<file path="config.mk">
export PLATFORM = sky130hd
export DESIGN_NAME = hsv_core_commit_ingress
export DESIGN_NICKNAME = d
export VERILOG_FILES = /design/src/rtl/hsv_core_commit_ingress.sv
export SDC_FILE = /design/constraint.sdc
export NUM_CORES = 1
export LEC_CHECK = 0
export BUFFER_PORTS_ARGS = -buffer_cell sky130_fd_sc_hd__buf_2
export CAP_MARGIN = 20
export CORE_MARGIN = 4
export CORE_UTILIZATION = 40
export CTS_CLUSTER_SIZE = 20
export DETAILED_ROUTE_END_ITERATION = 16
export MAX_ROUTING_LAYER = met4
export PLACE_DENSITY = 0.75
export SKIP_CTS_REPAIR_TIMING = 1
export SLEW_MARGIN = 0
export SYNTH_ARGS = -nofsm -noshare
export SYNTH_HDL_FRONTEND = slang
export SYNTH_SLANG_ARGS = --single-unit
</file>
<file path="constraint.sdc">
create_clock -name clk_core -period 2.1 [get_ports clk_core]
set_clock_uncertainty 0.2 [all_clocks]
set_input_delay 0.315 -clock clk_core [delete_from_list [all_inputs] [get_ports clk_core]]
set_output_delay 0.315 -clock clk_core [all_outputs]
set_load 0.005 [all_outputs]
</file>
<file path="src/rtl/hsv_core_commit_ingress.sv">
// hsv_core_commit_ingress
//   Commit-side receiver for the execution-unit result channels. It accepts at
//   most one result per cycle, strictly in issue-tag order. A normal result
//   drives the register-file write port. Every accepted result, normal or
//   trapping, pulses retire_valid and bumps retire_count. A trapping result
//   starts a flush: flush_req is broadcast to every unit, and the block waits
//   until every unit has acknowledged before it resumes at tag 0.
//
// Ports
//   clk_core, rst_core        clock, synchronous active-high reset
//   valid_i / ready_o         per-unit handshake (ready_o is combinational)
//   in_tag/in_rd/in_result    per-unit packed payload, unit i at [i*W +: W]
//   in_wb/in_trap             per-unit writeback-enable and trap flag
//   flush_req / flush_ack     flush broadcast and per-unit acknowledge
//   rf_we/rf_waddr/rf_wdata   register-file write port (registered)
//   retire_valid              one-cycle pulse per retired result
//   retire_count              free-running retired-result counter
module hsv_core_commit_ingress #(
   parameter int NUM_UNITS = 3,
   parameter int TAG_W     = 4
) (
   input  logic                      clk_core,
   input  logic                      rst_core,
   input  logic [NUM_UNITS-1:0]      valid_i,
   output logic [NUM_UNITS-1:0]      ready_o,
   input  logic [NUM_UNITS*TAG_W-1:0] in_tag,
   input  logic [NUM_UNITS*5-1:0]    in_rd,
   input  logic [NUM_UNITS*32-1:0]   in_result,
   input  logic [NUM_UNITS-1:0]      in_wb,
   input  logic [NUM_UNITS-1:0]      in_trap,
   output logic                      flush_req,
   input  logic [NUM_UNITS-1:0]      flush_ack,
   output logic                      rf_we,
   output logic [4:0]                rf_waddr,
   output logic [31:0]               rf_wdata,
   output logic                      retire_valid,
   output logic [31:0]               retire_count
);

   localparam int SEL_W = (NUM_UNITS > 1) ? $clog2(NUM_UNITS) : 1;

   typedef enum logic {ST_RUN = 1'b0, ST_FLUSH = 1'b1} state_t;

   state_t               state;
   state_t               state_nxt;
   logic                 flush_first;
   logic [NUM_UNITS-1:0] ack_mask;
   logic [TAG_W-1:0]     expected_tag;

   logic                 sel_hit_p0;
   logic [SEL_W-1:0]     sel_idx_p0;
   logic                 sel_trap_p0;
   logic                 sel_wb_p0;
   logic [4:0]           sel_rd_p0;
   logic [31:0]          sel_result_p0;
   logic                 xfer_p0;
   logic                 ack_all;

   function automatic logic [TAG_W-1:0] tag_inc(input logic [TAG_W-1:0] tag);
      return tag + 1'b1;
   endfunction

   // ---- stage p0: in-order select ----
   // Scan from the top down so the lowest matching index wins.
   always_comb begin
      sel_hit_p0 = 1'b0;
      sel_idx_p0 = '0;
      for (int i = NUM_UNITS - 1; i >= 0; i--) begin
         if (valid_i[i] && (in_tag[i*TAG_W +: TAG_W] == expected_tag)) begin
            sel_hit_p0 = 1'b1;
            sel_idx_p0 = SEL_W'(i);
         end
      end
   end

   always_comb begin
      sel_trap_p0   = in_trap[sel_idx_p0];
      sel_wb_p0     = in_wb[sel_idx_p0];
      sel_rd_p0     = in_rd[int'(sel_idx_p0)*5 +: 5];
      sel_result_p0 = in_result[int'(sel_idx_p0)*32 +: 32];
   end

   // ready_o is ANDed with valid by construction, so a hit is also a transfer.
   assign xfer_p0 = (state == ST_RUN) && !rst_core && sel_hit_p0;

   // Count this cycle's acks too, so the exit does not wait an extra cycle.
   assign ack_all = &(ack_mask | flush_ack);

   // ---- FSM: state register ----
   always_ff @(posedge clk_core) begin
      if (rst_core) begin
         state <= ST_RUN;
      end else begin
         state <= state_nxt;
      end
   end

   // ---- FSM: next state ----
   always_comb begin
      state_nxt = state;
      case (state)
         ST_RUN: begin
            if (xfer_p0 && sel_trap_p0) begin
               state_nxt = ST_FLUSH;
            end
         end
         ST_FLUSH: begin
            // Acks seen in the first flush cycle may still be from a previous flush.
            if (!flush_first && ack_all) begin
               state_nxt = ST_RUN;
            end
         end
         default: state_nxt = ST_RUN;
      endcase
   end

   // ---- FSM: outputs ----
   always_comb begin
      flush_req = (state == ST_FLUSH);
      ready_o   = '0;
      if (xfer_p0) begin
         ready_o = NUM_UNITS'(1) << sel_idx_p0;
      end
   end

   // ---- control registers ----
   always_ff @(posedge clk_core) begin
      if (rst_core) begin
         flush_first  <= 1'b0;
         ack_mask     <= '0;
         expected_tag <= '0;
      end else begin
         flush_first <= (state == ST_RUN) && (state_nxt == ST_FLUSH);
         if (state == ST_FLUSH) begin
            if (state_nxt == ST_RUN) begin
               ack_mask     <= '0;
               expected_tag <= '0;
            end else if (!flush_first) begin
               ack_mask <= ack_mask | flush_ack;
            end
         end else if (xfer_p0 && !sel_trap_p0) begin
            expected_tag <= tag_inc(expected_tag);
         end
      end
   end

   // ---- stage p1: writeback / retire ----
   always_ff @(posedge clk_core) begin
      if (rst_core) begin
         rf_we        <= 1'b0;
         rf_waddr     <= '0;
         rf_wdata     <= '0;
         retire_valid <= 1'b0;
         retire_count <= '0;
      end else begin
         rf_we        <= xfer_p0 && !sel_trap_p0 && sel_wb_p0 && (sel_rd_p0 != 5'd0);
         retire_valid <= xfer_p0;
         if (xfer_p0) begin
            retire_count <= retire_count + 32'd1;
         end
         if (xfer_p0 && !sel_trap_p0) begin
            rf_waddr <= sel_rd_p0;
            rf_wdata <= sel_result_p0;
         end
      end
   end

endmodule

</file>
# Word-level counts from Yosys, hierarchy flattened
# Index checks and enable logic that the tools add are counted.
dict set report word_totals {
  register_bits 80
  latchBits 0
  ram_bits 0
  mem_bits_ro 0
  mem_count 0
}
dict set report op_classes {
  add_sub_neg 2
  multipliers 1
  div 0
  n_lt_le_gt_ge 1
  n_eq_ne 5
  n_shift 3
  muxes 19
  bitwise_logic 2
  reduce_logical 19
}
# operator count
set ops {}
lappend ops {{96-bit by 8-bit indexed part select with 32-bit output} 1}
lappend ops {{32-bit by 1-bit adder with 32-bit output, second input constant} 1}
lappend ops {{15-bit by 6-bit indexed part select with 5-bit output} 1}
lappend ops {{4-bit == test} 3}
lappend ops {{4-bit 2-to-1 mux} 3}
lappend ops {{1-bit logical AND} 11}
lappend ops {{3-bit 2-to-1 mux} 3}
lappend ops {{1-bit 2-to-1 mux} 7}
lappend ops {{2-bit 2-to-1 mux} 3}
lappend ops {{2-bit by 3-bit multiplier with 5-bit output, second input constant} 1}
lappend ops {{5-bit nonzero test} 1}
lappend ops {{4-bit by 1-bit adder with 4-bit output, second input constant} 1}
lappend ops {{1-bit binary-select mux with 2-bit select} 2}
lappend ops {{2-bit != test, second input constant} 2}
lappend ops {{2-bit AND reduction} 2}
lappend ops {{1-bit logical NOT} 3}
lappend ops {{2-bit by 3-bit less-than comparator with 1-bit output, second input constant} 1}
lappend ops {{3-bit OR} 1}
lappend ops {{3-bit AND reduction} 1}
lappend ops {{1-bit by 2-bit << shifter with 3-bit output, first input constant} 1}
lappend ops {{1-bit one-hot mux with 2 select lines} 1}
lappend ops {{2-bit nonzero test} 1}
lappend ops {{1-bit inverter} 1}

# Depth between registers and ports, before layout
# Gate-level depths: netlist of run 1.
dict set report logic_depth {
  word_depth 12
  mapped_depth 11
  ltp_nobuf 7
}

# Worst setup path after synthesis of run 1
# OpenSTA, ideal clock, no wires.
dict set report synth_path {
  path_type {flip-flop to flip-flop}
  startpoint {register expected_tag[0]}
  endpoint {register rf_waddr[4]}
  setup_time_ns 0.117
  arrival_ns 1.903
  t_required_ns 1.783
  path_slack_ns -0.119
  path_stages_with_launch 11
  path_buffers 3
  path_cell_list {dfxtp_1 -> buf_6 -> xnor2_1 -> nand2_1 -> or2_1 -> buf_6 -> o221ai_2 -> and2_1 -> a21oi_4 -> buf_2 -> a22o_1}
}
dict set report synth_between {
  elab_chain_len 9
  word_cells_on_any_way 19
}
# item line
set synth_rtl {}
lappend synth_rtl {{from (decl)} 48} ;# logic [TAG_W-1:0] expected_tag;
lappend synth_rtl {{from (signal assigned)} 142} ;# expected_tag <= tag_inc(expected_tag);
lappend synth_rtl {{branches (longest 9 deep; another with 2-bit by 3-bit multiplier with 5-bit output)} n/a}
lappend synth_rtl {{to (signal assigned)} 162} ;# rf_waddr <= sel_rd_p0;
lappend synth_rtl {{to (decl)} 34} ;# output logic [4:0] rf_waddr,
# Several ways; the timed one is not identified. The select of a mux whose other input is x is not followed.
# A chain may end at the register's enable or synchronous reset.

# Final worst setup path of run 1
dict set report layout_path {
  startpoint {register expected_tag[1]}
  endpoint {register rf_wdata[4]}
}
dict set report layout_between {
  elab_chain_len 9
  word_cells_on_any_way 18
}
# item line
set layout_rtl {}
lappend layout_rtl {{branches (longest 9 deep; another with 96-bit by 8-bit indexed part select with 32-bit output)} n/a}
lappend layout_rtl {{to (signal assigned)} 163} ;# rf_wdata <= sel_result_p0;
lappend layout_rtl {{to (decl)} 35} ;# output logic [31:0] rf_wdata,
# Several ways; the timed one is not identified. The select of a mux whose other input is x is not followed.

==> results of run 1 <==
-- final timing paths --
path | cells after the start | slack, ns | end | start
setup / recovery | 9 | -0.29 | rf_wdata[4]$_SDFFE_PP0P_ | expected_tag[1]$_SDFFE_PP0P_
setup reg to reg | 9 | -0.29 | rf_wdata[4]$_SDFFE_PP0P_ | expected_tag[1]$_SDFFE_PP0P_
hold reg to reg | 1 | 0.27 | rf_waddr[1]$_SDFFE_PP0P_ | rf_waddr[1]$_SDFFE_PP0P_
hold / removal | 3 | 0.03 | ack_mask[2]$_SDFFE_PP0P_ | flush_ack[2]
-- sequential cells by signal, summed over array words and instances, names as in the netlist --
name	flops
ack_mask	3
retire_count	32
rf_wdata	32
rf_we	1
flush_req	1
retire_valid	1
rf_waddr	5
expected_tag	4
flush_first	1
-- critical path, delay by kind of cell, from the launching register on --
| family | cells | cell delay (ns) |
|---|---|---|
| compound gates | 4 | 0.85 |
| flops | 1 | 0.37 |
| buf+inv | 2 | 0.37 |
| simple gates | 2 | 0.34 |
| xor+xnor | 1 | 0.18 |
-- cells in the final DEF (no fill, tap or decap), drive strengths merged, types with 2 or more instances in the layout --
cell,synthesis,final
nand3,17,17
a31o,2,2
o21ai,38,38
and2,2,2
a22o,35,35
mux2i,38,38
xnor2,19,19
dfxtp,80,80
xor2,24,24
and3,7,7
a21o,2,2
a311oi,2,2
nor3,12,12
o22ai,4,4
nand4,7,7
ha,2,2
a21oi,10,10
clkbuf,8,14
clkinv,0,2
nand2,53,53
nor4,4,4
or2,2,2
a31oi,4,4
a22oi,3,3
buf,22,277
nand4b,2,2
and4,2,2
nor2,49,49
inv,10,11
-- power groups by stage --
stage / clock, uW / combinational (uW) / sequential, uW
floorplan: 0 / 362 / 1640
global placement: 0 / 661 / 1650
detailed placement: 0 / 675 / 1650
CTS: 1240 / 679 / 1610
global route: 1300 / 863 / 1630
finish: 1200 / 788 / 1620
-- stage by stage --
step	total power, uW	std cells
final	3607	869
after global routing	3793	869
after CTS	3532	847
after detailed placement	2324	831
after global placement	2308	831
after floorplan	2006	470
-- metal layers --
metal / share of wire, % / wire, um
met1: 40 / 5478
met2: 51 / 6916
met3: 7.6 / 1023
met4: 0.92 / 124
met5: 0 / 0
-- synth_stat cells, types with 2 or more instances --
library cell               instances
sky130_fd_sc_hd__mux2i_1          38
sky130_fd_sc_hd__nor2_1           48
sky130_fd_sc_hd__xnor2_1          18
sky130_fd_sc_hd__buf_6             5
sky130_fd_sc_hd__a21o_1            2
sky130_fd_sc_hd__a22oi_1           3
sky130_fd_sc_hd__nor3_1           10
sky130_fd_sc_hd__buf_2            16
sky130_fd_sc_hd__o22ai_1           4
sky130_fd_sc_hd__nor3_2            2
sky130_fd_sc_hd__and4_1            2
sky130_fd_sc_hd__nand4b_1          2
sky130_fd_sc_hd__nand2_1          53
sky130_fd_sc_hd__o21ai_0          38
sky130_fd_sc_hd__nor4_1            4
sky130_fd_sc_hd__inv_1            10
sky130_fd_sc_hd__nand3_1          17
sky130_fd_sc_hd__and3_1            7
sky130_fd_sc_hd__dfxtp_1          80
sky130_fd_sc_hd__ha_1              2
sky130_fd_sc_hd__xor2_1           24
sky130_fd_sc_hd__clkbuf_1          8
sky130_fd_sc_hd__a31oi_1           4
sky130_fd_sc_hd__a21oi_1           9
sky130_fd_sc_hd__a22o_1           35
sky130_fd_sc_hd__nand4_1           7
-- final cells by class --
cell class	instances	share of cell area, %
timing repair buffer	280	27.79
inverter	10	0.5867
multi-input combinational	350	40.37
tap	133	2.601
sequential	80	25.29
clock buffer	11	2.367
clock inverter	5	0.9975
-- kinds of logic after synthesis --
family | Yosys count | share of synthesized area [%]
simple gates | 160 | 17.95
compound gates | 106 | 18.28
flops | 80 | 39.07
xor+xnor | 43 | 9.371
buf+inv | 40 | 5.159
mux | 39 | 9.554
fa+ha+maj | 2 | 0.6104
==> results, run 1 <==
- The count of different cell masters after synthesis is 48.
- For this run, asynchronously set or reset flops after synthesis account for 0%.
- The pre-antenna-repair detailed-routing pass consisted of 4 iterations.
- The H-tree was split into 3 levels.
- Setup total negative slack on the finished layout was measured at -14.17 ns.
- The number of I/O pins is 212.
- The clock network burns 33.3% of the power.
- For the finished layout, the period the worst path requires is 2.387 ns.
- The internal cell power is 2625 uW.
- Measured against its own limit, the worst slew margin works out to 70.92%.
- The overall die area is 11,930 um2.
- The number of fill cells in the layout is 821.
- The final-stage net count is 870.
- The diode insertion count for antenna repair is 0.
- Cells fill 64.85% of the core in the end.
- The cell at the root of the clock tree is sky130_fd_sc_hd__clkbuf_8.
- STA puts the critical path data required time at 2.18 ns.
- Walking the worst path, the cells encountered are xnor2_1 -> nand3_1 -> buf_4 -> o211ai_1 -> o221ai_2 -> and2_4 -> a21oi_4 -> buf_12 -> a22o_1.
- In this run the worst hold path is classified as input port to register.
- After global routing, the most crowded layer is met2.
- The initial utilization of the core area, before any placement, comes to 41.55%.
- The overall routed net length is 13,540 um.
- The maximum frequency from static timing analysis is 418.9 MHz.
- Synthesis produced a netlist whose cell count is 470.
- The power density over the cells is 563.9 nW/um2.
- The number of global-route vias before repair is 4,196.
- The portion of total power attributed to combinational logic is 21.8%.
- For the pin with the worst max-slew slack, the measured transition is 0.4362 ns.
- Data on the critical path arrives at its endpoint at 2.46 ns.
- Summed over all nets, the half-perimeter wirelength after detailed placement is 9674 um.
- Setup slack on the critical path of the routed design comes to -0.2872 ns.
- The area of the multi-input gates is 2582 um2.
- The width of the chip is 109.2 um.
- The routed layout has 4,368 vias.
- The synthesized design spends more area on one cell type than any other, namely sky130_fd_sc_hd__dfxtp_1.
- The met1 global-route usage is 23.79%.
- The static power due to leakage is 0.002922 uW.
- The signed area change from the synthesized netlist to the final layout is 56.07%.
- The first global-routing pass estimated 19,280 um of wire.
- Entering global routing, the biggest net connects 69 pins.
- The number of endpoints with negative hold slack in the final report is 0.
- The maximum root-to-sink buffer count is 2.
- Counting the buffers created by CTS gives 9.
- The clock transition at the registers of the reported paths is 0.09 ns.
- The number of nets with antenna violations after routing is 0.
- The run finished, with violations left.
- For this run, global-route usage on met3 was measured as 4.322%.
- The post-placement worst setup slack is -0.2342 ns.
- Across all hold checks on the routed design, the worst slack comes to 0.02645 ns.
- The count of port buffers added during placement is 211.
- The die is 109.2 um tall.
- The mean post-synth cell area is 8.721 um2.
- The sequential power share is 44.9%.
- Clock tree synthesis found a total of 80 sinks.
- The register bit count reported by yosys is 80.
- The analysis attributes to net switching a power of 982.7 uW.
- The worst ir drop on vdd is 0.3669 mV.
- The synthesized area is 4099 um2.
- STA classifies the critical path endpoint as a register.
- The total overflow left after global routing is 0.
- Global routing used 20.64% of the available tracks.
- The area share of the largest cell type after synthesis is 39.07%.
- Once layout is done, the placed cells without fillers occupy 6397 um2.
- The synthesized net count is 609.
- Max-cap violations in this run came to 0.
- The final reports fail on negative setup slack.
- The number of DRC markers after the initial detailed-route iteration is 239.
- The number of enable flip-flop cells after synthesis is 0.
- Ranked by total cell area, the synthesized netlist is headed by sky130_fd_sc_hd__dfxtp_1 (39%), sky130_fd_sc_hd__mux2i_1 (9.3%), sky130_fd_sc_hd__a22o_1 (7.5%).
- The placeable core region is 9864 um2.
- The initial antenna violation count is 0.
- In the routed layout, each cell is associated on average with a via count of 5.026.
- The met2 routing resource usage after global routing is 37.06%.
- The yosys synthesis warning count is 0.
- The switching power as a share of total power is 27.24%.
- The slowest stage of the critical path belongs to the cell sky130_fd_sc_hd__dfxtp_4.
- For this run, design rule violations remaining after detail routing come to 0.
- The routed wire length per instance is 15.58 um.
- Among all flip-flop cells after synthesis, the most frequent one is sky130_fd_sc_hd__dfxtp_1.
- Once placement finished, the instance area stood at 5610 um2.
- Across the whole layout, storage elements account for 1618 um2.
- The clock reaches the later pin of the worst-skew pair after 0.34 ns.
- The path type of the worst setup path is register to register.
- The final weighted congestion in routability-driven placement is 0.8850.
- The TritonCTS clock tree is built.
- On the worst path, the slowest cell contributes a delay of 0.37 ns.
- The row count is 36.
- The startpoint type of the worst setup path is a register.
- The final critical path takes up 113.7% of the cycle.
- The setup-violating endpoint count in the final report is 71.
- The sequential fraction of the synthesis area is 39.07%.
- The biggest fanout along the worst timing path is 35.
- Setup repair after global routing could not meet its margin everywhere.
- The final max-slew violation count was 0.
- Cells with a size suffix above 1 make up 47.96% of the layout.
Note: power is estimated with default switching activity, not from simulation.
==> run 2: changes to the inputs <==
--- a/config.mk
+++ b/config.mk
@@ -5,14 +5,13 @@
 export SDC_FILE = /design/constraint.sdc
 export NUM_CORES = 1
 export LEC_CHECK = 0
-export BUFFER_PORTS_ARGS = -buffer_cell sky130_fd_sc_hd__buf_2
 export CAP_MARGIN = 20
 export CORE_MARGIN = 4
 export CORE_UTILIZATION = 40
 export CTS_CLUSTER_SIZE = 20
 export DETAILED_ROUTE_END_ITERATION = 16
+export DONT_BUFFER_PORTS = 1
 export MAX_ROUTING_LAYER = met4
-export PLACE_DENSITY = 0.75
 export SKIP_CTS_REPAIR_TIMING = 1
 export SLEW_MARGIN = 0
 export SYNTH_ARGS = -nofsm -noshare
==> run 2 against run 1 <==
The run ends with negative hold slack, negative setup slack left; combinational power shrank 21%; sequential power is essentially flat; via count fell by 17%; worst setup slack better by 0.066 ns; utilization decreased by 11 points; design area shrank 17%; register-to-register slack better by 0.07 ns; clock-buffer cell count is the same; total power shrank 2.6%.
==> results, run 2 (synthesis results as in run 1) <==
- The overall die height is 109.2 um (unchanged).
- The number of DRC markers after the initial detailed-route iteration is 161 (-33%).
- The switching power as a share of total power is 26.46% (-0.78 points).
- The number of global-route vias before repair is 3,549 (-15%).
- The first-pass GRT wire length came to 17,800 um (-7.7%).
- The maximum root-to-sink buffer count is 2 (unchanged).
- The number of endpoints with negative hold slack in the final report is 10 (+10).
- The minimum clock period after layout came to 2.321 ns (-0.06646 ns).
- The total power draw was 3515 uW (-2.6%).
- The total number of clock tree sinks was 80 (unchanged).
- The net switching power is 930.1 uW (-5.4%).
- The CTS H-tree depth is 3 (unchanged).
- The power density over the cells is 658.5 nW/um2 (+17%).
- The number of nets with antenna violations after routing is 0 (unchanged).
- The final reports fail on negative hold slack, negative setup slack.
- The maximum frequency from static timing analysis is 430.9 MHz (+2.9%).
- The sequential power share is 46.8% (+1.9 points).
- The post-layout worst setup margin came to -0.2207 ns (+0.06646 ns).
- Traced cell by cell, the critical path runs through xor2_1 -> nor3_2 -> and3_4 -> buf_4 -> nor4_4 -> buf_4.
- The library cell used most frequently in the layout, excluding fill and tap cells, is sky130_fd_sc_hd__dfxtp_1.
- The row count is 36 (unchanged).
- The final weighted congestion in routability-driven placement came to 0.8115 (-8.3%).
- TritonCTS built the clock tree.
- The signal arrival time at the worst endpoint was 1.81 ns (-0.65 ns).
- The overall die area is 11,930 um2 (unchanged).
- The required time of the worst setup path was 1.58 ns (-0.60 ns).
- The hold-critical path depth is 3 (unchanged).
- The headroom to the max-slew limit is 75.32% (+4.4 points).
- The clock transition at the registers of the reported paths is 0.09 ns (about the same).
- The number of fill cells in the layout is 914 (+11%).
- The ratio of final minimum period to clock period was 110.5% (-3.2 points).
- In the final layout, the registers with the most flip-flops are retire_count: 32 flops, rf_wdata: 32 flops, rf_waddr: 5 flops.
- The all-layer global routing usage was 19.54% (-1.1 points).
- The path class of the tightest hold or removal check is input port to register.
- The slew at the pin closest to its max-slew limit is 0.3694 ns (-0.06685 ns).
- The logic depth of the worst setup path including buffers is 6 (-3).
- The detailed-route vias per instance is 5.486 (+9.1%).
- The cell at the root of the clock tree is sky130_fd_sc_hd__clkbuf_8.
- The final-stage net count is 660 (-24%).
- The biggest fanout along the worst timing path came to 4 (-89%).
- The setup TNS is -9.464 ns (+4.706 ns).
- The number of vias in the routed layout is 3,615 (-17%).
- The layout cell share with drive strength beyond 1 is 25.67% (-22 points).
- The initial antenna violation count is 0 (unchanged).
- STA classifies the critical path endpoint as an output pin.
- The cell with the most instances on the worst path is sky130_fd_sc_hd__buf_4.
- The library cells used most frequently in the layout, excluding fill and tap cells, are sky130_fd_sc_hd__dfxtp_1 (74), sky130_fd_sc_hd__nand2_1 (51), sky130_fd_sc_hd__nor2_1 (47).
- The clock insertion delay at the later pin of the skew report is 0.35 ns (about the same).
- The tightest hold margin came to -0.01364 ns (-0.04009 ns).
- The width of the chip is 109.2 um (unchanged).
- The diode insertion count for antenna repair was 0 (unchanged).
- The number of detailed-route iterations in the first pass is 4 (unchanged).
- Setup repair after global routing could not meet its margin everywhere.
- The final max-slew violation count is 0 (unchanged).
- The signed area change from the synthesized netlist to the final layout is 30.22%.
- The routed wire length per instance is 19.16 um (+23%).
- The static power due to leakage is 0.001910 uW (-35%).
- The number of remaining DRC errors was 0 (unchanged).
- The maximum number of pins on one net before global-route repair is 43 (-38%).
- The startpoint type of the worst setup path is a register.
- The slowest stage cell on the critical path is sky130_fd_sc_hd__dfxtp_4.
- The kind of cell with the highest combined delay on the critical path is simple AND/OR/NAND/NOR gates.
- The number of buffers created by CTS was 9 (unchanged).
- The count of port buffers added during placement was 0 (-100%).
- The number of maximum-capacitance violations came to 0 (unchanged).
- The HPWL after detailed placement came to 9032 um (-6.6%).
- The delay of the slowest critical-path stage is 0.39 ns (+0.02 ns).
- The worst ir drop on vdd came to 0.4467 mV (+22%).
- The portion of total power attributed to combinational logic was 17.8% (-4.0 points).
- The clock power share was 35.4% (+2.1 points).
- The setup-violating endpoint count in the final report was 69 (-2.8%).
- The run finished, with violations left.
- The number of I/O pins is 212 (unchanged).
- The depth of the worst register-to-register path came to 9 (unchanged).
- The residual overflow from global routing is 0 (unchanged).
- The overall routed net length is 12,630 um (-6.7%).
- The path type of the worst setup path is register to output pin.
- The number of buffer and inverter instances along the worst setup path is 2 (unchanged).
- The placeable core region is 9864 um2 (unchanged).
- The initial core utilization is 41.55% (unchanged).
- The internal cell power came to 2585 uW (-1.5%).
-- run 2: changes by cell type in the layout (fill, tap and decap cells not counted), sizes merged --
| cell | delta |
|---|---|
| inv | -1 |
| buf | -215 |
| bufinv | +1 |
| dlygate4sd3 | +5 |
-- run 2: layout make-up --
cell class | instances | area (um2) | share of cell area, %
inverters | 10 | 37.54 | 0.7032
well taps | 133 | 166.4 | 3.118
flip-flops and latches | 80 | 1617 | 30.29
multi-input cells | 350 | 2547 | 47.73
clock inverters | 5 | 81.33 | 1.524
clock buffers | 11 | 131.4 | 2.461
repair buffers | 70 | 757.0 | 14.18
-- run 2: worst min-delay path: cells and delay by family --
| kind | cells | cell delay (ns) |
|---|---|---|
| AND/OR/NAND/NOR | 1 | 0.03 |
| AO/OA/AOI/OAI | 2 | 0.17 |
-- run 2: final timing paths --
kind | from | to | slack [ns]
max | expected_tag[1]$_SDFFE_PP0P_ | ready_o[2] | -0.22
min | in_result[75] | rf_wdata[11]$_SDFFE_PP0P_ | -0.01
max reg2reg | expected_tag[1]$_SDFFE_PP0P_ | rf_wdata[1]$_SDFFE_PP0P_ | -0.22
min reg2reg | ack_mask[2]$_SDFFE_PP0P_ | ack_mask[2]$_SDFFE_PP0P_ | 0.28
-- run 2: power groups by stage --
stage          Sequential (uW)  Combinational (uW)  Clock, uW
3_5_place_dp              1670                 493          0
2_1_floorplan             1640                 362          0
5_1_grt                   1650                 686       1340
4_1_cts                   1630                 493       1270
6_report                  1640                 626       1240
3_3_place_gp              1670                 482          0
-- run 2: per-layer routing --
layer  vias up  wire length (um)  global-route usage, %
met2       153              6434                  33.82
met4         0               266                  6.679
met1      1678              4749                  21.02
met5         -                 0                      -
met3        21              1178                  6.394
li1       1763                 -                      -
-- run 2: metrics by stage --
step	cell area, um2	setup slack [ns]	cells	hold WS, ns	util [%]
floorplan	4150	-0.06787	470	0.2371	-
global placement	4632	-0.1363	627	0.1906	46.96
detailed placement	4632	-0.1958	627	0.1900	46.96
CTS	4845	-0.4158	643	-0.1949	49.11
global route	5338	-0.3230	659	0.0007070	54.11
finish	5338	-0.2207	659	-0.01364	54.11
==> run 3: changes to the inputs <==
--- a/config.mk
+++ b/config.mk
@@ -6,12 +6,15 @@
 export NUM_CORES = 1
 export LEC_CHECK = 0
 export CAP_MARGIN = 20
+export CELL_PAD_IN_SITES_DETAIL_PLACEMENT = 1
+export CELL_PAD_IN_SITES_GLOBAL_PLACEMENT = 1
 export CORE_MARGIN = 4
 export CORE_UTILIZATION = 40
 export CTS_CLUSTER_SIZE = 20
 export DETAILED_ROUTE_END_ITERATION = 16
 export DONT_BUFFER_PORTS = 1
 export MAX_ROUTING_LAYER = met4
+export PLACE_DENSITY_LB_ADDON = 0.1
 export SKIP_CTS_REPAIR_TIMING = 1
 export SLEW_MARGIN = 0
 export SYNTH_ARGS = -nofsm -noshare
==> run 3 against run 2 <==
The flow still finishes with violations (negative hold slack, negative setup slack); flip-flop and latch count unchanged; die area unchanged; highest routed layer unchanged; utilization decreased by 1.3 points; non-clock buffer count decreased by 1; critical path type is now register to register; total power decreased by 6.7%; clock-buffer cell count decreased by 2.
==> results, run 3 (synthesis results as in run 1) <==
- The area taken by flip-flops and latches came to 1614 um2 (-0.15%).
- The minimum clock period after layout came to 2.299 ns (-0.02171 ns).
- The diode insertion count for antenna repair is 0 (unchanged).
- The headroom to the max-slew limit was 74.25% (-1.1 points).
- The maximum root-to-sink buffer count is 2 (unchanged).
- The biggest fanout along the worst timing path is 7 (+3).
- The static power due to leakage is 0.001912 uW (+0.13%).
- The worst hold path startpoint is in_result[70].
- The length of routed met3 wiring is 1367 um (+16%).
- The clock transition at the registers of the reported paths is 0.09 ns (about the same).
- The final-stage net count came to 659 (-0.15%).
- The first-pass GRT wire length is 19,480 um (+9.5%).
- The count of port buffers added during placement is 0 (unchanged).
- The post-layout worst setup margin is -0.1990 ns (+0.02171 ns).
- The number of detailed-route iterations in the first pass is 4 (unchanged).
- The worst ir drop on vdd is 0.3423 mV (-23%).
- The largest registers in the layout are retire_count: 32 flops, rf_wdata: 32 flops, rf_waddr: 5 flops.
- The capture instance of the worst register-to-register path is retire_count[9]$_SDFFE_PP0P_.
- The checks that failed: negative hold slack, negative setup slack.
- The library cell used most frequently in the layout, excluding fill and tap cells, is sky130_fd_sc_hd__dfxtp_1.
- The initial core utilization is 41.55% (unchanged).
- The number of nets with antenna violations after routing is 0 (unchanged).
- CTS placed an instance of sky130_fd_sc_hd__clkbuf_8 at the clock tree root.
- The required time of the worst setup path is 2.19 ns (+0.61 ns).
- The origin of the critical flop-to-flop path is expected_tag[1]$_SDFFE_PP0P_.
- The hold-critical path depth is 3 (unchanged).
- The min-delay analysis places its worst path in the category input port to register.
- The number of DRC markers after the initial detailed-route iteration is 171 (+6.2%).
- The total power draw is 3280 uW (-6.7%).
- The number of endpoints with negative hold slack in the final report is 7 (-3).
- The depth of the worst register-to-register path is 10 (+1).
- The slew at the pin closest to its max-slew limit is 0.3849 ns (+0.01549 ns).
- The power density over the cells is 629.2 nW/um2 (-4.4%).
- The number of I/O pins is 212 (unchanged).
- The number of global-route vias before repair is 3,813 (+7.4%).
- The path type of the worst setup path is register to register.
- The number of fill cells in the layout is 1,119 (+22%).
- The area of the multi-input gates was 2472 um2 (-2.9%).
- The met2 wire length is 7419 um (+15%).
- The setup-violating endpoint count in the final report is 63 (-8.7%).
- The clock insertion delay at the later pin of the skew report is 0.36 ns (about the same).
- The maximum frequency from static timing analysis was 435.0 MHz (+0.94%).
- The layout cell share with drive strength beyond 1 is 23.05% (-2.6 points).
- The number of maximum-capacitance violations is 0 (unchanged).
- The initial antenna violation count is 0 (unchanged).
- The detailed-route vias per instance is 5.593 (+2.0%).
- The HPWL after detailed placement came to 10,130 um (+12%).
- The tightest hold margin is -0.003124 ns (+0.01051 ns).
- The signed area change from the synthesized netlist to the final layout is 27.17%.
- The setup TNS is -7.496 ns (+1.968 ns).
- The number of remaining DRC errors came to 0 (unchanged).
- The overall routed net length was 14,310 um (+13%).
- The kind of capture point of the worst setup path is a register.
- The total number of clock tree sinks is 80 (unchanged).
- The placeable core region was 9864 um2 (unchanged).
- The ratio of final minimum period to clock period is 109.5% (-1.0 points).
- The wire length on met1 is 5324 um (+12%).
- The residual overflow from global routing is 0 (unchanged).
- STA classifies the critical path startpoint as a register.
- The instance count after placement with tap cells included is 625 (-0.32%).
- The routed wire length per instance was 21.74 um (+13%).
- The final standard cell count with taps included and fillers excluded is 658 (-0.15%).
- The all-layer global routing usage is 21.55% (+2.0 points).
- The CTS H-tree depth came to 3 (unchanged).
- The top cell types in the final layout, fill and taps aside, are sky130_fd_sc_hd__dfxtp_1 (76), sky130_fd_sc_hd__nand2_1 (52), sky130_fd_sc_hd__buf_4 (48).
- The number of vias in the routed layout was 3,680 (+1.8%).
- The final weighted congestion in routability-driven placement came to 0.9061 (+12%).
- TritonCTS built the clock tree.
- The flow ran to the end, but the final reports show violations.
- The destination of the worst hold path is rf_wdata[6]$_SDFFE_PP0P_.
- The overall die area was 11,930 um2 (unchanged).
- Setup repair after global routing could not meet its margin everywhere.
- The width of the chip is 109.2 um (unchanged).
- The setup slack of the most critical reg-to-reg path is -0.20 ns (+0.02 ns).
- The final max-slew violation count is 0 (unchanged).
- The maximum number of pins on one net before global-route repair is 43 (unchanged).
- The row count is 36 (unchanged).
- The signal arrival time at the worst endpoint is 2.39 ns (+0.58 ns).
- The number of buffers created by CTS is 9 (unchanged).
- The overall die height is 109.2 um (unchanged).
- The uppermost signal routing layer after detailed routing is met4.
-- run 3: cell count changes in the layout (fill, tap and decap cells not counted), moves of 5 or more --
cell and change:
sky130_fd_sc_hd__buf_6 -8, sky130_fd_sc_hd__nand3_1 +6, sky130_fd_sc_hd__nand3_2 -6, sky130_fd_sc_hd__buf_4 +7, sky130_fd_sc_hd__o21ai_0 +5, sky130_fd_sc_hd__o21ai_1 -5
-- run 3: final cells by class --
type                       instances  area share (%)
sequential                        80           30.96
clock inverter                     7           1.032
timing repair buffer              69           14.28
multi-input combinational        350           47.43
inverter                          10          0.7201
tap                              133           3.193
clock buffer                       9           2.376
-- run 3: report_power, final --
group	leakage, uW	internal [uW]	total [uW]	switching [uW]
Sequential	0.000649	1580	1640	66.7
Combinational	0.00118	292	580	288
Clock	0.0000827	439	1060	616
Total	0.00191	2310	3280	970
-- run 3: worst max path at each step --
| stage | from | endpoint | slack [ns] | cells after the start |
|---|---|---|---|---|
| after floorplan | expected_tag[0]$_SDFFE_PP0P_ | rf_waddr[4]$_SDFFE_PP0P_ | -0.07 | 10 |
| after global placement | expected_tag[3]$_SDFFE_PP0P_ | retire_count[23]$_SDFFE_PP0P_ | -0.12 | 9 |
| after detailed placement | expected_tag[1]$_SDFFE_PP0P_ | expected_tag[0]$_SDFFE_PP0P_ | -0.20 | 9 |
| after CTS | expected_tag[3]$_SDFFE_PP0P_ | ready_o[1] | -0.35 | 5 |
| after global routing | expected_tag[1]$_SDFFE_PP0P_ | retire_count[9]$_SDFFE_PP0P_ | -0.32 | 10 |
| final | expected_tag[1]$_SDFFE_PP0P_ | retire_count[9]$_SDFFE_PP0P_ | -0.20 | 10 |
-- run 3: worst max-delay path, cell delays in order, from the launching register on --
cell,delay [ns]
sky130_fd_sc_hd__dfxtp_2,0.36
sky130_fd_sc_hd__buf_4,0.14
sky130_fd_sc_hd__xor2_1,0.16
sky130_fd_sc_hd__nor3_2,0.18
sky130_fd_sc_hd__nand2_2,0.19
sky130_fd_sc_hd__buf_4,0.18
sky130_fd_sc_hd__a31oi_1,0.23
sky130_fd_sc_hd__buf_4,0.20
sky130_fd_sc_hd__nand4_1,0.13
sky130_fd_sc_hd__xor2_1,0.16
sky130_fd_sc_hd__nor2_1,0.11
-- run 3: stage by stage --
stage               cell area (um2)  hold WS, ns  utilization [%]  setup slack [ns]
floorplan                      4150       0.2371                -          -0.06787
global placement               4591       0.1907            46.54           -0.1231
detailed placement             4591       0.1910            46.54           -0.2017
CTS                            4768      -0.2007            48.34           -0.3504
global route                   5213     0.004574            52.84           -0.3227
finish                         5213    -0.003124            52.84           -0.1990
-- run 3: metal layers --
| metal | vias up | global-route usage [%] |
|---|---|---|
| met5 | - | - |
| met2 | 145 | 38.46 |
| met3 | 16 | 8.111 |
| met1 | 1752 | 22.17 |
| met4 | 0 | 5.877 |
| li1 | 1767 | - |
